[src/rtl/score_pkg.sv]
// Shared types and constants for the score display path: score range, FSM states,
// digit-enable codes and 7-segment glyphs (bit0=a ... bit6=g, active-high).
package score_pkg;

    localparam int               SCORE_BW  = 7;
    localparam logic [6:0]       SCORE_MAX = 7'd99;

    typedef enum logic [1:0] {
        IDLE  = 2'd0,
        SHIFT = 2'd1,
        LOAD  = 2'd2
    } state_e;

    localparam logic [1:0] DIG_ONES = 2'b01;
    localparam logic [1:0] DIG_TENS = 2'b10;

    localparam logic [6:0] SEG_0     = 7'h3F;
    localparam logic [6:0] SEG_1     = 7'h06;
    localparam logic [6:0] SEG_2     = 7'h5B;
    localparam logic [6:0] SEG_3     = 7'h4F;
    localparam logic [6:0] SEG_4     = 7'h66;
    localparam logic [6:0] SEG_5     = 7'h6D;
    localparam logic [6:0] SEG_6     = 7'h7D;
    localparam logic [6:0] SEG_7     = 7'h07;
    localparam logic [6:0] SEG_8     = 7'h7F;
    localparam logic [6:0] SEG_9     = 7'h6F;
    localparam logic [6:0] SEG_BLANK = 7'h00;

endpackage

[src/rtl/seg_decoder.sv]
// Combinational BCD digit to 7-segment pattern; non-decimal nibbles go dark.
module seg_decoder
    import score_pkg::*;
(
    input  logic [3:0] digit_i,
    output logic [6:0] seg_o
);

    always_comb begin
        seg_o = SEG_BLANK;
        case (digit_i)
            4'd0: seg_o = SEG_0;
            4'd1: seg_o = SEG_1;
            4'd2: seg_o = SEG_2;
            4'd3: seg_o = SEG_3;
            4'd4: seg_o = SEG_4;
            4'd5: seg_o = SEG_5;
            4'd6: seg_o = SEG_6;
            4'd7: seg_o = SEG_7;
            4'd8: seg_o = SEG_8;
            4'd9: seg_o = SEG_9;
            default: seg_o = SEG_BLANK;
        endcase
    end

endmodule

[src/rtl/score_display.sv]
// Binary score -> two BCD digits (sequential double-dabble) -> multiplexed 7-segment drive.
// Optional macro LEADING_ZERO_BLANK_EN blanks a zero tens digit.
module score_display
    import score_pkg::*;
#(
    parameter int BW          = SCORE_BW,
    parameter int REFRESH_DIV = 1000
) (
    input  logic          clk_i,
    input  logic          rst_ni,
    input  logic [BW-1:0] value_i,
    output logic          busy_o,
    output logic [3:0]    bcd_tens_o,
    output logic [3:0]    bcd_ones_o,
    output logic [6:0]    seg_o,
    output logic [1:0]    dig_en_o
);

    localparam int                CNT_W    = $clog2(BW + 1);
    localparam int                SR_W     = 8 + BW;
    localparam int                REF_W    = 16;
    localparam logic [REF_W-1:0]  REF_LAST = REF_W'(REFRESH_DIV - 1);

    function automatic logic [BW-1:0] clamp(input logic [BW-1:0] v);
        return (v > BW'(SCORE_MAX)) ? BW'(SCORE_MAX) : v;
    endfunction

    // Nibble correction on the two BCD digits, then shift the whole register left.
    function automatic logic [SR_W-1:0] dabble_step(input logic [SR_W-1:0] sr);
        logic [SR_W-1:0] t;
        t = sr;
        if (t[SR_W-1 -: 4] >= 4'd5) t[SR_W-1 -: 4] = t[SR_W-1 -: 4] + 4'd3;
        if (t[SR_W-5 -: 4] >= 4'd5) t[SR_W-5 -: 4] = t[SR_W-5 -: 4] + 4'd3;
        return {t[SR_W-2:0], 1'b0};
    endfunction

    state_e           state_q, state_d;
    logic [SR_W-1:0]  sr_q, sr_d;
    logic [CNT_W-1:0] cnt_q, cnt_d;
    logic [BW-1:0]    last_q, last_d;
    logic             pending_q, pending_d;
    logic [3:0]       tens_q, tens_d;
    logic [3:0]       ones_q, ones_d;
    logic [REF_W-1:0] ref_q, ref_d;
    logic [1:0]       dig_q, dig_d;
    logic [6:0]       seg_q, seg_d;
    logic [BW-1:0]    value_c;
    logic [3:0]       mux_digit;
    logic [6:0]       seg_dec;

    assign value_c = clamp(value_i);

    always_comb begin
        state_d   = state_q;
        sr_d      = sr_q;
        cnt_d     = cnt_q;
        last_d    = last_q;
        pending_d = pending_q;
        tens_d    = tens_q;
        ones_d    = ones_q;
        case (state_q)
            IDLE: begin
                if (pending_q || (value_c != last_q)) begin
                    sr_d      = {8'd0, value_c};
                    last_d    = value_c;
                    pending_d = 1'b0;
                    cnt_d     = '0;
                    state_d   = SHIFT;
                end
            end
            SHIFT: begin
                sr_d  = dabble_step(sr_q);
                cnt_d = cnt_q + CNT_W'(1);
                if (cnt_q == CNT_W'(BW - 1)) state_d = LOAD;
            end
            LOAD: begin
                tens_d  = sr_q[SR_W-1 -: 4];
                ones_d  = sr_q[SR_W-5 -: 4];
                state_d = IDLE;
            end
            default: state_d = IDLE;
        endcase
    end

    // Digit multiplexer; seg is computed from next-state values so it never lags dig_en.
    always_comb begin
        ref_d = ref_q + REF_W'(1);
        dig_d = dig_q;
        if (ref_q == REF_LAST) begin
            ref_d = '0;
            dig_d = (dig_q == DIG_ONES) ? DIG_TENS : DIG_ONES;
        end
        mux_digit = (dig_d == DIG_TENS) ? tens_d : ones_d;
        seg_d     = seg_dec;
`ifdef LEADING_ZERO_BLANK_EN
        if ((dig_d == DIG_TENS) && (tens_d == 4'd0)) seg_d = SEG_BLANK;
`endif
    end

    seg_decoder u_seg_decoder (
        .digit_i (mux_digit),
        .seg_o   (seg_dec)
    );

    always_ff @(posedge clk_i) begin
        if (!rst_ni) begin
            state_q   <= IDLE;
            cnt_q     <= '0;
            last_q    <= '0;
            pending_q <= 1'b1;
            tens_q    <= '0;
            ones_q    <= '0;
            ref_q     <= '0;
            dig_q     <= DIG_ONES;
            seg_q     <= SEG_0;
        end else begin
            state_q   <= state_d;
            cnt_q     <= cnt_d;
            last_q    <= last_d;
            pending_q <= pending_d;
            tens_q    <= tens_d;
            ones_q    <= ones_d;
            ref_q     <= ref_d;
            dig_q     <= dig_d;
            seg_q     <= seg_d;
        end
    end

    always_ff @(posedge clk_i) begin
        sr_q <= sr_d;
    end

    assign busy_o     = (state_q != IDLE);
    assign bcd_tens_o = tens_q;
    assign bcd_ones_o = ones_q;
    assign seg_o      = seg_q;
    assign dig_en_o   = dig_q;

endmodule
[config.mk]
export PLATFORM = sky130hd
export DESIGN_NAME = score_display
export DESIGN_NICKNAME = d
export VERILOG_FILES = /design/src/rtl/score_pkg.sv /design/src/rtl/seg_decoder.sv /design/src/rtl/score_display.sv
export SDC_FILE = /design/constraint.sdc
export NUM_CORES = 1
export LEC_CHECK = 0
export CORE_AREA = 2 2 75 77
export DETAILED_ROUTE_END_ITERATION = 12
export DIE_AREA = 0 0 77 79
export GPL_TIMING_DRIVEN = 0
export HOLD_SLACK_MARGIN = 0.03
export PLACE_DENSITY = 0.8
export SYNTH_ARGS = -nofsm -noshare
export SYNTH_HDL_FRONTEND = slang
export SYNTH_SLANG_ARGS = --single-unit
[constraint.sdc]
create_clock -name clk_i -period 5 [get_ports clk_i]
set_input_delay 0.75 -clock clk_i [delete_from_list [all_inputs] [get_ports clk_i]]
set_output_delay 0.75 -clock clk_i [all_outputs]
set_load 0.005 [all_outputs]
==> reports/qor.yml, run 1 <==
max_freq_mhz: 345
placedCellCount: 427
io_buffer_count: 24
yosys-top-cells-area: "dfxtp_1 30%, edfxtp_1 15%, nand2_1 5.5%"
cts_tree: "built"
crit_fanout: 10
cts.clk_slew.worst_paths_ps: 70
seq_power_share: 0.519
cpMaxStageDelayCell: "mux2i_4"
p_int_uw: 809
grt_pass1_vias: 2274
synth_warnings: 0
cts-hold-fix-buffers: 0
die_area_um2: 6080
root_buffer: "clkbuf_8"
synth.avg_cell_area_um2: 9.25
required_ps: 5280
hold_path_class: "register to register"
grt_pass1_wl_um: 10200
routed_wl_um: 5900
status: "finished clean"
antenna_found_initial: 0
path_common_cell: "ha_1"
clock_path_buffers: 2
synth_area_um2: 3060
pin_count: 27
start_kind: "register"
post-route-period-util: 0.579
cts.htree.levels: 3
dieWidth_um: 77
slew-limit-headroom: 0.585
setup_ws_ps: 2100
skew_ps: 5.37
cp_cell_sequence: "ha_1 -> and4b_2 -> and4_1 -> buf_6 -> mux2i_4 -> mux2i_1 -> inv_1 -> ha_1 -> a221o_2 -> nand2_1"
drive_gt1_frac: 0.0782
crit_buf_inv: 2
max_stage_delay_ps: 430
synth_most_common_cell: "dfxtp_1"
yosys.area.top_type: "dfxtp_1"
syn_to_final_growth_pct: 16.7
place_hpwl_um: 4250
cts-resized-gates: 0
cts.sinks: 61
wire_per_inst_um: 13.3
layoutNonFillerInstCount: 443
grt_max_degree: 16
p_per_area_nw_per_um2: 303
fp.dieH_um: 79
synth_fp_nets: 353
power_uw: 1080
start_util: 0.574
synth_top_area_share: 0.301
place_congestion: 0.814
leakage_uw: 0.00141
rsz0062_at_grt: "false"
pwr-share-clk: 0.380
num_vias: 2357
postSynth.asyncResetShare: 0
critPathArrivalTime_ps: 3180
antennaDiodeCount: 0
critical_path_class: "register to register"
max-cap-violations: 0
post_synth_num_cell_types: 48
hold_violations: 0
netlist_top_cells_count: "46 x dfxtp_1, 45 x nand2_1, 37 x nor2_1"
ys_seq_area_frac: 0.448
nets: 388
p_sw_frac: 0.253
drv_slew: 0
comb_power_share: 0.102
drt_iter0_markers: 94
cts_made_buffers: 9
post-cts-setup-buffers: 0
crit_path_end_kind: "register"
setup_viol: 0
tightest_slew_ps: 605
drc_errors: 0
dp_worst_setup_slack_ps: 1980
switchingPower_uw: 274
via_per_inst: 5.32
grt_remaining_overflow: 0
grt_util_all_layers: 0.213
antenna_left: 0
min_period_ps: 2900
core_area_um2: 5340
drt_pass1_iterations: 4
ir_drop_mv: 0.223
r2r_setup_slack_ps: 2100
crit_family: "multiplexers"
clk_latency_ps: 340
tns_ps: 0
utilization: 0.669
synth_edf_count: 15
rows: 27
ys_ff_latch: 61
synthFlopType: "dfxtp_1"
synthCells: 331
==> worst paths after layout <==
check | depth (start not counted) | from | to
max | 10 | ref_q[0] | seg_o[2]
max reg2reg | 10 | ref_q[0] | seg_o[2]
min reg2reg | 2 | pending_q | pending_q
min | 2 | pending_q | pending_q
==> flip-flops by register name, summed over array words and instances (netlist names) <==
register	count
sr_q	15
last_q	7
cnt_q	3
seg_o	7
bcd_ones_o	4
bcd_tens_o	4
state_q	2
dig_en_o	2
ref_q	16
pending_q	1
==> cell usage in the layout (no fill, tap or decap), types with 3 or more instances in the layout <==
| master | synthesis | final |
|---|---|---|
| a21oi_1 | 12 | 12 |
| a31oi_1 | 3 | 3 |
| and2_1 | 7 | 7 |
| and3_1 | 3 | 3 |
| clkbuf_1 | 9 | 10 |
| clkbuf_8 | 0 | 9 |
| clkdlybuf4s50_1 | 0 | 24 |
| clkinv_2 | 0 | 4 |
| dfxtp_1 | 46 | 46 |
| edfxtp_1 | 15 | 15 |
| ha_1 | 13 | 13 |
| inv_1 | 12 | 12 |
| mux2_2 | 3 | 3 |
| mux2i_1 | 11 | 11 |
| nand2_1 | 45 | 45 |
| nand2b_1 | 8 | 8 |
| nand3_1 | 18 | 18 |
| nand4_1 | 5 | 5 |
| nor2_1 | 37 | 37 |
| nor2b_1 | 9 | 9 |
| nor3_1 | 4 | 4 |
| o211ai_1 | 3 | 3 |
| o21a_1 | 3 | 3 |
| o21ai_0 | 8 | 8 |
| o22ai_1 | 3 | 3 |
| xnor2_1 | 13 | 13 |
| xor2_1 | 10 | 10 |
==> power by group through the flow <==
stage                     logic, uW  registers [uW]  clock network, uW
after CTS                       111             561                421
after global placement          105             571                  0
after detailed placement        109             572                  0
final                           110             562                411
after global routing            127             566                441
after floorplan                81.6             565                  0
==> layout make-up <==
| type | count | area (um2) |
|---|---|---|
| buffer | 12 | 57.6 |
| multi-input combinational | 246 | 1590 |
| tap | 72 | 90.1 |
| fill | 454 | 1760 |
| inverter | 12 | 45.0 |
| sequential | 61 | 1370 |
| clock inverter | 6 | 53.8 |
| timing repair buffer | 24 | 240 |
| clock buffer | 10 | 128 |
==> routing by layer <==
| metal | vias to the layer above | part of all wire | track usage | wire length [um] |
|---|---|---|---|---|
| li1 | 1219 | - | - | - |
| met1 | 1083 | 0.45 | 0.252 | 2680 |
| met2 | 43 | 0.49 | 0.373 | 2880 |
| met3 | 12 | 0.037 | 0.0375 | 221 |
| met4 | 0 | 0.019 | 0.113 | 110 |
| met5 | - | 0 | 0 | 0 |
==> through the flow <==
stage                     cell area (um2)  hold slack (ps)
after floorplan                      3060              423
after global placement               3390              435
after detailed placement             3390              437
after CTS                            3570              447
after global routing                 3570              491
final                                3570              447
==> worst reg2reg max path: cells and delay by family (launching register included) <==
| kind | cells | cell delay [ps] |
|---|---|---|
| buffers and inverters | 2 | 280 |
| adder cells (fa/ha/maj) | 2 | 470 |
| AO/OA/AOI/OAI | 1 | 350 |
| AND/OR/NAND/NOR | 3 | 530 |
| multiplexers | 2 | 850 |
| flip-flops | 1 | 360 |
==> cell families after synthesis <==
kind of cell,share of synthesized area
buf+inv,0.0335
simple gates,0.237
fa+ha+maj,0.0531
xor+xnor,0.0658
flops,0.448
mux,0.0593
compound gates,0.103
Power figures use the tool's default switching activity.
==> run 2: changes to the inputs <==
--- a/config.mk
+++ b/config.mk
@@ -5,12 +5,12 @@
 export SDC_FILE = /design/constraint.sdc
 export NUM_CORES = 1
 export LEC_CHECK = 0
-export CORE_AREA = 2 2 75 77
+export CORE_AREA = 2 2 80 82
 export DETAILED_ROUTE_END_ITERATION = 12
-export DIE_AREA = 0 0 77 79
+export DIE_AREA = 0 0 82 84
 export GPL_TIMING_DRIVEN = 0
 export HOLD_SLACK_MARGIN = 0.03
-export PLACE_DENSITY = 0.8
+export PLACE_DENSITY = 0.75
 export SYNTH_ARGS = -nofsm -noshare
 export SYNTH_HDL_FRONTEND = slang
 export SYNTH_SLANG_ARGS = --single-unit
==> constraint.sdc (replaced) <==
create_clock -name clk_i -period 2.47 [get_ports clk_i]
set_input_delay 0.3705 -clock clk_i [delete_from_list [all_inputs] [get_ports clk_i]]
set_output_delay 0.3705 -clock clk_i [all_outputs]
set_load 0.005 [all_outputs]
==> run 2 against run 1 <==
The flow now finishes with violations (setup timing). Clock skew rose by 7.7 ps. Utilization fell by 5.7 points. Final cell count rose by 3.2%. Worst setup slack got worse by 2100 ps. Via count rose by 3.3%. Critical path type unchanged. Largest cell class unchanged.
==> reports/qor.yml, run 2 (synthesized netlist as in run 1, its figures left out) <==
status: "finished, violations left"
failed_checks: "setup timing"
wire_per_inst_um: 13.7
leakage_uw: 0.00147
slew-limit-headroom: 0.581
min-delay-start: "rst_ni"
start_kind: "register"
drv_slew: 0
start_util: 0.502
antenna_left: 0
layoutNonFillerInstCount: 457
ir_drop_mv: 0.399
min_period_ps: 2500
hold_end: "last_q[2]"
regMostFlops: "ref_q"
placedCellCount: 432
grt_util_all_layers: 0.192
clk_latency_ps: 340
place_area_um2: 3420
r2r-end: "seg_o[2]"
antenna_found_initial: 0
die_area_um2: 6890
mostFrequentLayoutCells: "45 x nand2_1, 41 x dfxtp_1, 37 x nor2_1"
worstHoldPathCells: 3
largest_register_ffs: 16
crit_fanout: 5
max-cap-violations: 0
drt_iter0_markers: 109
via_per_inst: 5.33
drt_pass1_iterations: 4
r2r_setup_slack_ps: -30
drc_errors: 0
tightest_slew_ps: 612
cts-hold-fix-buffers: 0
critPathArrivalTime_ps: 2780
fp.dieH_um: 84
hold_violations: 0
layout_commonest_cell: "nand2_1"
nets: 397
max_freq_mhz: 401
top_regs: "ref_q x16, sr_q x15"
cts_tree: "built"
dieWidth_um: 82
pin_count: 27
grt_remaining_overflow: 0
clock_path_buffers: 2
post-route-period-util: 1.01
core_area_um2: 6100
reg2reg_depth: 10
cts.clk_slew.worst_paths_ps: 80
rows: 29
utilization: 0.613
crit_path_end_kind: "register"
setup_viol: 2
grt_pass1_vias: 2262
antennaDiodeCount: 0
required_ps: 2760
cts.sinks: 61
grt_max_degree: 16
syn_to_final_growth_pct: 22.0
skew_ps: 13.1
critical_path_class: "register to register"
root_buffer: "clkbuf_8"
cts_made_buffers: 9
place_congestion: 0.838
place_hpwl_um: 4450
routed_wl_um: 6250
drive_gt1_frac: 0.132
p_per_area_nw_per_um2: 624
io_buffer_count: 24
r2r_start: "ref_q[0]"
setup_ws_ps: -25.4
fin_worst_hold_slack_ps: 385
hold_path_class: "primary input to register"
final_area_um2: 3740
num_vias: 2435
rsz0062_at_grt: "true"
grt_pass1_wl_um: 10100
cts.htree.levels: 3
run 2: layout make-up:
cell class                      count  area [um2]
Clock inverter                      7        90.1
Clock buffer                        9         124
Timing Repair Buffer               33         308
Buffer                             12        57.6
Tap cell                           77        96.3
Sequential cell                    61        1380
Multi-Input combinational cell    246        1640
Fill cell                         506        2360
Inverter                           12        45.0
run 2: worst max-delay path by stage:
stage	start	to	slack, ps	cells past startpoint
3_5_place_dp	value_i[6]	sr_q[13]	-200	6
4_1_cts	ref_q[14]	seg_o[2]	0.03	9
2_1_floorplan	ref_q[0]	seg_o[2]	30	10
6_report	ref_q[0]	seg_o[2]	-30	10
5_1_grt	ref_q[10]	seg_o[2]	-140	9
3_3_place_gp	value_i[6]	sr_q[13]	-200	6
run 2: per-layer routing:
metal,vias up,part of all wire,track usage
li1,1231,-,-
met1,1145,0.46,0.239
met2,43,0.48,0.302
met3,16,0.024,0.0368
met4,0,0.029,0.115
met5,-,0,0
run 2: per-stage QoR:
| step | setup slack (ps) | total power, uW | TNS [ps] |
|---|---|---|---|
| after floorplan | 28.3 | 1310 | 0 |
| after global placement | -201 | 1370 | -3630 |
| after detailed placement | -201 | 1390 | -3810 |
| after CTS | 0.0306 | 2340 | 0 |
| after global routing | -136 | 2410 | -634 |
| final | -25.4 | 2330 | -31.2 |
run 2: critical path: stages (launching register included):
cell and delay [ps]:
dfxtp_2 360, ha_4 150, and4b_2 250, and4_1 210, buf_6 120, mux2i_4 350
mux2i_4 320, inv_2 90, ha_4 160, a221o_2 350, nand2_1 70
run 2: timing repair:
action,in CTS,in global routing
resized for setup,3,9
setup buffers,4,5
pin swaps,2,2
setup endpoints to repair,7,21
run 2: power by group:
group          leakage [uW]  total [uW]  internal [uW]  switching [uW]
logic              0.000827         227           95.3             132
clock network      0.000107         964            562             402
registers          0.000538        1140           1090            48.5
